<file path="src/rtl/timer_alarm_ctrl_if.sv">
// Signal bundle between the countdown timer / switch domain and the alarm controller.
// master = timer side (drives the inputs), slave = alarm controller.
interface timer_alarm_ctrl_if;
    logic       clk_1Hz;
    logic       set_n;
    logic       hold;
    logic [7:0] min_bcd;
    logic [7:0] sec_bcd;
    logic       ack_n;
    logic       buzzer;
    logic       blank;
    logic       alarm;
    logic [1:0] state_dbg;

    modport master (
        output clk_1Hz, set_n, hold, min_bcd, sec_bcd, ack_n,
        input  buzzer, blank, alarm, state_dbg
    );

    modport slave (
        input  clk_1Hz, set_n, hold, min_bcd, sec_bcd, ack_n,
        output buzzer, blank, alarm, state_dbg
    );
endinterface

</file>
<file path="src/rtl/timer_alarm_ctrl.sv">
// Alarm controller for the countdown timer: detects expiry to 00:00 and drives a pulsed
// buzzer and a 1 Hz display-blank flag until acknowledge, timeout or reload.
module timer_alarm_ctrl #(
    parameter int unsigned DEB_CYCLES = 1000000,
    parameter int unsigned BEEP_HALF  = 12500000,
    parameter int unsigned ALARM_SECS = 30
) (
    input  logic         clk_50M,
    input  logic         rst_n,
    timer_alarm_ctrl_if.slave bus
);

    localparam logic [1:0] S_IDLE     = 2'b00;
    localparam logic [1:0] S_ARMED    = 2'b01;
    localparam logic [1:0] S_ALARM    = 2'b10;
    localparam logic [1:0] S_SILENCED = 2'b11;

    localparam int unsigned DEB_W  = $clog2(DEB_CYCLES + 1);
    localparam int unsigned BEEP_W = $clog2(BEEP_HALF + 1);
    localparam logic [DEB_W-1:0]  DEB_LAST  = DEB_W'(DEB_CYCLES - 1);
    localparam logic [BEEP_W-1:0] BEEP_LAST = BEEP_W'(BEEP_HALF - 1);
    localparam logic [7:0]        SECS_LAST = 8'(ALARM_SECS - 1);

    logic [1:0]        clk1_sync, set_sync, hold_sync, ack_sync, zero_sync;
    logic              zero_raw;
    logic              clk1_s, set_s, hold_s, ack_s, zero_s;
    logic              clk1_prev, tick;
    logic [DEB_W-1:0]  deb_cnt;
    logic              ack_stable, press;
    logic [1:0]        state, state_nx;
    logic              timeout;
    logic [BEEP_W-1:0] beep_cnt;
    logic [7:0]        tick_cnt;
    logic              buzzer_q, blank_q, alarm_q;

    assign zero_raw = (bus.min_bcd == 8'h00) && (bus.sec_bcd == 8'h00);
    assign clk1_s   = clk1_sync[1];
    assign set_s    = set_sync[1];
    assign hold_s   = hold_sync[1];
    assign ack_s    = ack_sync[1];
    assign zero_s   = zero_sync[1];

    // Two-flop synchronisers and the registered 1 Hz rising-edge tick.
    always_ff @(posedge clk_50M or negedge rst_n) begin
        if (!rst_n) begin
            clk1_sync <= '0;
            set_sync  <= '0;
            hold_sync <= '0;
            ack_sync  <= '0;
            zero_sync <= '0;
            clk1_prev <= 1'b0;
            tick      <= 1'b0;
        end else begin
            // NOTE: non-blocking so each stage captures its neighbour's pre-edge value.
            clk1_sync <= {clk1_sync[0], bus.clk_1Hz};
            set_sync  <= {set_sync[0], bus.set_n};
            hold_sync <= {hold_sync[0], bus.hold};
            ack_sync  <= {ack_sync[0], bus.ack_n};
            zero_sync <= {zero_sync[0], zero_raw};
            clk1_prev <= clk1_s;
            tick      <= clk1_s & ~clk1_prev;
        end
    end

    // Stable value follows ack only after DEB_CYCLES consecutive differing samples.
    always_ff @(posedge clk_50M or negedge rst_n) begin
        if (!rst_n) begin
            deb_cnt    <= '0;
            ack_stable <= 1'b1;
            press      <= 1'b0;
        end else begin
            press <= 1'b0;
            if (ack_s != ack_stable) begin
                if (deb_cnt == DEB_LAST) begin
                    deb_cnt    <= '0;
                    ack_stable <= ack_s;
                    press      <= ~ack_s;
                end else begin
                    deb_cnt <= deb_cnt + 1'b1;
                end
            end else begin
                deb_cnt <= '0;
            end
        end
    end

    always_comb begin
        // NOTE: defaults first so every path assigns every output (no latch).
        state_nx = state;
        timeout  = tick && (tick_cnt == SECS_LAST);
        case (state)
            S_IDLE:     if (set_s && !hold_s && !zero_s) state_nx = S_ARMED;
            S_ARMED:    if (!set_s) state_nx = S_IDLE;
                        else if (zero_s) state_nx = S_ALARM;
            S_ALARM:    if (!set_s) state_nx = S_IDLE;
                        else if (press || timeout) state_nx = S_SILENCED;
            S_SILENCED: if (!set_s) state_nx = S_IDLE;
            default:    state_nx = S_IDLE;
        endcase
    end

    // Outputs are registered off the next state so they move on the transition edge.
    always_ff @(posedge clk_50M or negedge rst_n) begin
        if (!rst_n) begin
            state    <= S_IDLE;
            beep_cnt <= '0;
            tick_cnt <= '0;
            buzzer_q <= 1'b0;
            blank_q  <= 1'b0;
            alarm_q  <= 1'b0;
        end else begin
            state <= state_nx;
            if (state_nx == S_ALARM) begin
                alarm_q <= 1'b1;
                if (state != S_ALARM) begin
                    beep_cnt <= '0;
                    tick_cnt <= '0;
                    buzzer_q <= 1'b1;
                    blank_q  <= 1'b0;
                end else begin
                    if (beep_cnt == BEEP_LAST) begin
                        beep_cnt <= '0;
                        buzzer_q <= ~buzzer_q;
                    end else begin
                        beep_cnt <= beep_cnt + 1'b1;
                    end
                    if (tick) begin
                        tick_cnt <= tick_cnt + 1'b1;
                        blank_q  <= ~blank_q;
                    end
                end
            end else begin
                beep_cnt <= '0;
                tick_cnt <= '0;
                buzzer_q <= 1'b0;
                blank_q  <= 1'b0;
                alarm_q  <= 1'b0;
            end
        end
    end

    assign bus.buzzer    = buzzer_q;
    assign bus.blank     = blank_q;
    assign bus.alarm     = alarm_q;
    assign bus.state_dbg = state;

endmodule

</file>
<file path="src/flat_wrapper.sv">
// flat-port wrapper written by rule: the top's interface ports become plain ports
module timer_alarm_ctrl_flat 
#(
    parameter int unsigned DEB_CYCLES = 1000000,
    parameter int unsigned BEEP_HALF  = 12500000,
    parameter int unsigned ALARM_SECS = 30
)
  (clk_50M, rst_n, bus_clk_1Hz, bus_set_n, bus_hold, bus_min_bcd, bus_sec_bcd, bus_ack_n, bus_buzzer, bus_blank, bus_alarm, bus_state_dbg);
  timer_alarm_ctrl_if bus_i ();
  input  logic clk_50M;
  input  logic rst_n;
  input wire logic [$bits(bus_i.clk_1Hz)-1:0] bus_clk_1Hz;
  input wire logic [$bits(bus_i.set_n)-1:0] bus_set_n;
  input wire logic [$bits(bus_i.hold)-1:0] bus_hold;
  input wire logic [$bits(bus_i.min_bcd)-1:0] bus_min_bcd;
  input wire logic [$bits(bus_i.sec_bcd)-1:0] bus_sec_bcd;
  input wire logic [$bits(bus_i.ack_n)-1:0] bus_ack_n;
  output wire logic [$bits(bus_i.buzzer)-1:0] bus_buzzer;
  output wire logic [$bits(bus_i.blank)-1:0] bus_blank;
  output wire logic [$bits(bus_i.alarm)-1:0] bus_alarm;
  output wire logic [$bits(bus_i.state_dbg)-1:0] bus_state_dbg;
  assign bus_i.clk_1Hz = bus_clk_1Hz;
  assign bus_i.set_n = bus_set_n;
  assign bus_i.hold = bus_hold;
  assign bus_i.min_bcd = bus_min_bcd;
  assign bus_i.sec_bcd = bus_sec_bcd;
  assign bus_i.ack_n = bus_ack_n;
  assign bus_buzzer = bus_i.buzzer;
  assign bus_blank = bus_i.blank;
  assign bus_alarm = bus_i.alarm;
  assign bus_state_dbg = bus_i.state_dbg;
  timer_alarm_ctrl #(.DEB_CYCLES(DEB_CYCLES), .BEEP_HALF(BEEP_HALF), .ALARM_SECS(ALARM_SECS)) u_core (.clk_50M(clk_50M), .rst_n(rst_n), .bus(bus_i));
endmodule
</file>
<file path="config.mk">
export PLATFORM = sky130hd
export DESIGN_NAME = timer_alarm_ctrl_flat
export DESIGN_NICKNAME = d
export VERILOG_FILES = /design/src/rtl/timer_alarm_ctrl_if.sv /design/src/rtl/timer_alarm_ctrl.sv /design/src/flat_wrapper.sv
export SDC_FILE = /design/constraint.sdc
export NUM_CORES = 1
export LEC_CHECK = 0
export CORE_MARGIN = 2
export CORE_UTILIZATION = 50
export CTS_CLUSTER_SIZE = 10
export DETAILED_ROUTE_END_ITERATION = 7
export MAX_ROUTING_LAYER = met4
export PLACE_DENSITY = 0.7
export SETUP_SLACK_MARGIN = 0.02
export SLEW_MARGIN = 20
export SYNTH_ARGS = -nofsm -noshare
export SYNTH_HDL_FRONTEND = slang
export SYNTH_SLANG_ARGS = --single-unit
</file>
<file path="constraint.sdc">
create_clock -name clk_50M -period 2.76 [get_ports clk_50M]
set_input_delay 0.276 -clock clk_50M [delete_from_list [all_inputs] [get_ports clk_50M]]
set_output_delay 0.276 -clock clk_50M [all_outputs]
set_load 0.03 [all_outputs]
</file>
== Yosys cells after proc, flatten, opt, wreduce, memory -nomap -nowiden ==
Cells that the tools add are included.

* Flip-flop bits (word level): 71
* Input port bits: 22
* Output and inout bits: 5
* Word-level logic and storage cells: 70

* Add/subtract/negate cells: 3
* Equality and inequality tests: 11
* Muxes and demuxes: 24
* Bitwise gates (word level): 5
* Reduce and logical (&&, ||, !) cells: 11

{| class="wikitable"
|+ Operator list
! cell !! number
|-
| $mux W24 || 3
|-
| $mux W20 || 2
|-
| $add A24 B1 Y24 const B || 1
|-
| $eq A24 B24 Y1 const B || 1
|-
| $mux W8 || 3
|-
| $add A20 B1 Y20 const B || 1
|-
| $eq A20 B20 Y1 const B || 1
|-
| $logic_not A8 Y1 || 2
|-
| $mux W2 || 6
|-
| $mux W1 || 9
|-
| $add A8 B1 Y8 const B || 1
|-
| $eq A8 B5 Y1 const B || 1
|-
| $pmux W2 S4 || 1
|-
| $eq A2 B2 Y1 const B || 3
|-
| $logic_and A1 B1 Y1 || 4
|-
| $not A1 Y1 || 4
|-
| $ne A3 B2 Y1 const B || 1
|-
| $ne A3 B3 Y1 const B || 1
|-
| $eq A2 B1 Y1 const B || 1
|-
| $logic_not A1 Y1 || 2
|-
| $logic_not A2 Y1 || 1
|-
| $ne A2 B2 Y1 const B || 1
|-
| $reduce_and A2 Y1 || 1
|-
| $and A1 B1 Y1 || 1
|-
| 2 further kinds || 2
|}

== Depth between registers and ports, before layout ==
* Depth in word-level cells: 8
* Depth in mapped cells: 7
* Mapped depth without buffers: 6

== Least setup slack after synthesis ==
OpenSTA, ideal clock, no wires.

* Path type: reg-to-reg
* Start point: register u_core.beep_cnt[0]
* End point: register u_core.beep_cnt[2]
* Setup time: 0.121 ns
* Arrival: 1.641 ns
* Data required time: 2.639 ns
* Path slack: 0.997 ns
* Stages on the path, launching flop included: 8
* Buffers on the path: 2
* Period minus slack after synthesis: 1.763 ns
* Cells stage by stage: dfrtp_1 > ha_1 > and4_2 > clkbuf_1 > nand4_1 > o21bai_1 > buf_2 > nor2_1

* Cells in the longest elaborated chain, start to end: 4
* Elaborated cells between the ends (all ways): 5
* Those cells by class: add/sub (1); eq/ne (1); mux (3)

{| class="wikitable"
|+ RTL lines
! what !! line !! source
|-
| start, declared || timer_alarm_ctrl.sv:32 || <nowiki>logic [BEEP_W-1:0] beep_cnt;</nowiki>
|-
| start signal, assigned || timer_alarm_ctrl.sv:125 || <nowiki>beep_cnt <= beep_cnt + 1'b1;</nowiki>
|-
| $add A24 B1 Y24 or $eq A24 B24 Y1 (tied branches) || timer_alarm_ctrl.sv:125, timer_alarm_ctrl.sv:121 ||
|-
| $mux W24 (*) || timer_alarm_ctrl.sv:121 || <nowiki>if (beep_cnt == BEEP_LAST) begin</nowiki>
|-
| $mux W24 (*) || timer_alarm_ctrl.sv:115 || <nowiki>if (state != S_ALARM) begin</nowiki>
|-
| $mux W24 (*) || timer_alarm_ctrl.sv:113 || <nowiki>if (state_nx == S_ALARM) begin</nowiki>
|}

Every way passes the cells marked *; elsewhere a longest branch is shown, timed or not.
A chain may end at the register's enable or synchronous reset.

== Worst setup path in the final report ==
* Start point: register u_core.beep_cnt[0]
* End point: register u_core.beep_cnt[12]

Same word-level chain as after synthesis.

==> impl_metrics.env <==
export IMPL_crit_required_ps=2990
export IMPL_synthCells=327
export IMPL_ios=27
export IMPL_synth_main_ff_cell="dfrtp_1"
export IMPL_startpoint_type="register"
export IMPL_place_congestion=0.897
export IMPL_async_flop_share=1.00
export IMPL_hold_violations=0
export IMPL_yosysSeqAreaShare=0.539
export IMPL_num_rows=29
export IMPL_dieArea_um2=7270
export IMPL_wl_mm=6.29
export IMPL_synth_area_um2=3300
export IMPL_layout_drive_gt1_share=0.0771
export IMPL_cts_sinks=71
export IMPL_yosys_register_bits=71
export IMPL_setup_worst_path_end="u_core.beep_cnt[12]"
export IMPL_cts_tree="built"
export IMPL_worstPathArrival_ps=2470
export IMPL_clk_latency_ps=350
export IMPL_yosys_area_top_type="dfrtp_1"
export IMPL_cts_made_buffers=9
export IMPL_syn_nets=353
export IMPL_maxSlewHeadroom=0.480
export IMPL_drv_cap=0
export IMPL_grt_overflow=0
export IMPL_rrSetupSlack_ps=520
export IMPL_grt_start_max_net_pins=50
export IMPL_synth_edf_count=0
export IMPL_initialDrtViolationCount=164
export IMPL_worstSetupPathType="register to register"
export IMPL_syn_avg_cell_area_um2=10.1
export IMPL_multiInputGateArea_um2=1440
export IMPL_detail_route_wl_per_cell_um=14.3
export IMPL_ir_drop_mv=0.379
export IMPL_io_buffers=26
export IMPL_core_area_um2=6350
export IMPL_dpl_worst_slack_ps=504
export IMPL_p_leak_uw=0.00155
export IMPL_grt_pass1_vias=2365
export IMPL_htreeDepth=3
export IMPL_vias=2494
export IMPL_power_density_nw_per_um2=497
export IMPL_synth_area_leaders="dfrtp_1, xor2_1, nor2_1"
export IMPL_grt_pass1_wl_mm=10.7
export IMPL_yosys_warnings=0
export IMPL_diodes=0
export IMPL_regArea_um2=1780
export IMPL_dpl_hpwl_mm=4.36
export IMPL_postRouteAntennaNets=0
export IMPL_final_setup_skew_ps=11.1
export IMPL_die_width_um=85.3
export IMPL_setup_ws_ps=518
export IMPL_netlist_top_cells_count="dfrtp_1, nor2_1, xor2_1, a21oi_1, nand4_1"
export IMPL_die_height_um=85.3
export IMPL_num_fill_cells=506
export IMPL_setup_viol=0
export IMPL_fin_nets=384
export IMPL_ctsResizeCount=0
export IMPL_cts_root_buf="clkbuf_8"
export IMPL_synth_distinct_cells=38
export IMPL_outcome="finished clean"
export IMPL_cp_startpoint="u_core.beep_cnt[0]"
export IMPL_rsz0062_at_grt="no"
export IMPL_synth_top_area_frac=0.531
export IMPL_max_freq_ghz=0.446
export IMPL_slew_viol_final=0
export IMPL_via_per_inst=5.67
export IMPL_initial_core_util=0.520
export IMPL_endpoint_kind="register"
export IMPL_finalCritPeriodShare=0.812
export IMPL_r2r_end="u_core.beep_cnt[12]"
export IMPL_yosysMostFrequentCell="dfrtp_1"
export IMPL_r2r_start="u_core.beep_cnt[0]"
export IMPL_tns_ps=0
export IMPL_area_delta_synth_final_pct=16.5
export IMPL_critical_path_max_fanout=10
export IMPL_hold_class="register to register"
export IMPL_reg2regPathDepth=6
export IMPL_worstMarginPinSlew_ps=779
export IMPL_firstDrtPassIters=4
export IMPL_cts_buffer_depth=2
export IMPL_drc=0
export IMPL_grtUsageTotal=0.194
export IMPL_min_period_ps=2240
export IMPL_clkSlewWorstSetupHoldPaths_ps=80
export IMPL_postCtsSetupBuffers=0
export IMPL_grt_antenna_before_repair=0
-- critical path, cell delays in order, from the launching register on --
cell and delay (ps):
dfrtp_1 400, ha_1 220, and4_2 310, nand4_1 180, o21bai_1 680, buf_4 280, nor2_1 60
-- per-layer routing --
metal,global-route usage,vias to the layer above,wire length (um)
li1,-,1232,-
met1,0.248,1209,3050
met2,0.297,49,2880
met3,0.0613,4,294
met4,0.0606,0,59
met5,-,-,0
-- placed cells by master (no fill, tap or decap), types with 11 or more instances in the layout --
cell | synthesis | routed
a21oi_1 | 19 | 19
clkbuf_8 | 0 | 12
clkdlybuf4s50_1 | 0 | 25
dfrtp_1 | 70 | 70
nand2_1 | 17 | 17
nand3_1 | 17 | 17
nand4_1 | 19 | 19
nor2_1 | 39 | 39
o21ai_0 | 12 | 12
or3_1 | 11 | 11
xor2_1 | 23 | 23
-- area by class of cell --
| type | count | share of cell area |
|---|---|---|
| clock inverters | 3 | 0.00455 |
| repair buffers | 31 | 0.0800 |
| flip-flops and latches | 71 | 0.462 |
| inverters | 10 | 0.00976 |
| multi-input cells | 235 | 0.374 |
| well taps | 77 | 0.0250 |
| clock buffers | 13 | 0.0439 |
-- cell families (layout without fill, tap and decap cells) --
family / after synthesis / in the layout / synth area share
AOI/OAI and AO/OA: 45 / 45 / 0.0815
xor gates and xnor gates: 31 / 31 / 0.0823
adders and majority gates: 4 / 4 / 0.0152
buffers and inverters: 21 / 57 / 0.0265
DFF: 71 / 71 / 0.539
muxes: 1 / 1 / 0.00341
and+or+nand+nor: 154 / 154 / 0.252
-- report_power, final --
part | switching, uW | total (uW) | internal, uW
Clock | 377 | 775 | 398
Sequential | 9.96 | 1060 | 1050
Combinational | 37.6 | 76.9 | 39.3
Total | 425 | 1910 | 1490
-- worst min-delay path by stage --
stage                                   from                   to  slack, ps  cells past startpoint
after global placement                 rst_n  u_core.beep_cnt[19]        290                      1
after global routing      u_core.ack_sync[0]   u_core.ack_sync[1]        350                      0
after CTS                 u_core.ack_sync[0]   u_core.ack_sync[1]        350                      0
final                     u_core.ack_sync[0]   u_core.ack_sync[1]        350                      0
after floorplan                        rst_n   u_core.ack_sync[0]        -20                      0
after detailed placement               rst_n  u_core.beep_cnt[19]        300                      1
-- registers in the layout (all words and copies together) (netlist names), 2 cells and up --
register / flops
u_core.ack_sync: 2
u_core.beep_cnt: 24
u_core.bus.state_dbg: 2
u_core.clk1_sync: 2
u_core.deb_cnt: 20
u_core.hold_sync: 2
u_core.set_sync: 2
u_core.tick_cnt: 8
u_core.zero_sync: 2
-- timing repair --
| action | in CTS | in global routing |
|---|---|---|
| endpoints found under the hold margin | 22 | 0 |
| setup endpoints to repair | 0 | 0 |
| hold buffers | 1 | 0 |
-- through the flow --
step / hold slack [ps] / std cells / total power [uW] / util / cell area (um2)
global placement: 293 / 423 / 1160 / 0.575 / 3650
global route: 355 / 440 / 2000 / 0.606 / 3850
finish: 350 / 440 / 1910 / 0.606 / 3850
detailed placement: 298 / 423 / 1160 / 0.575 / 3650
CTS: 349 / 440 / 1940 / 0.606 / 3850
floorplan: -19.6 / 327 / 1100 / - / 3300
Power figures use the tool's default switching activity.
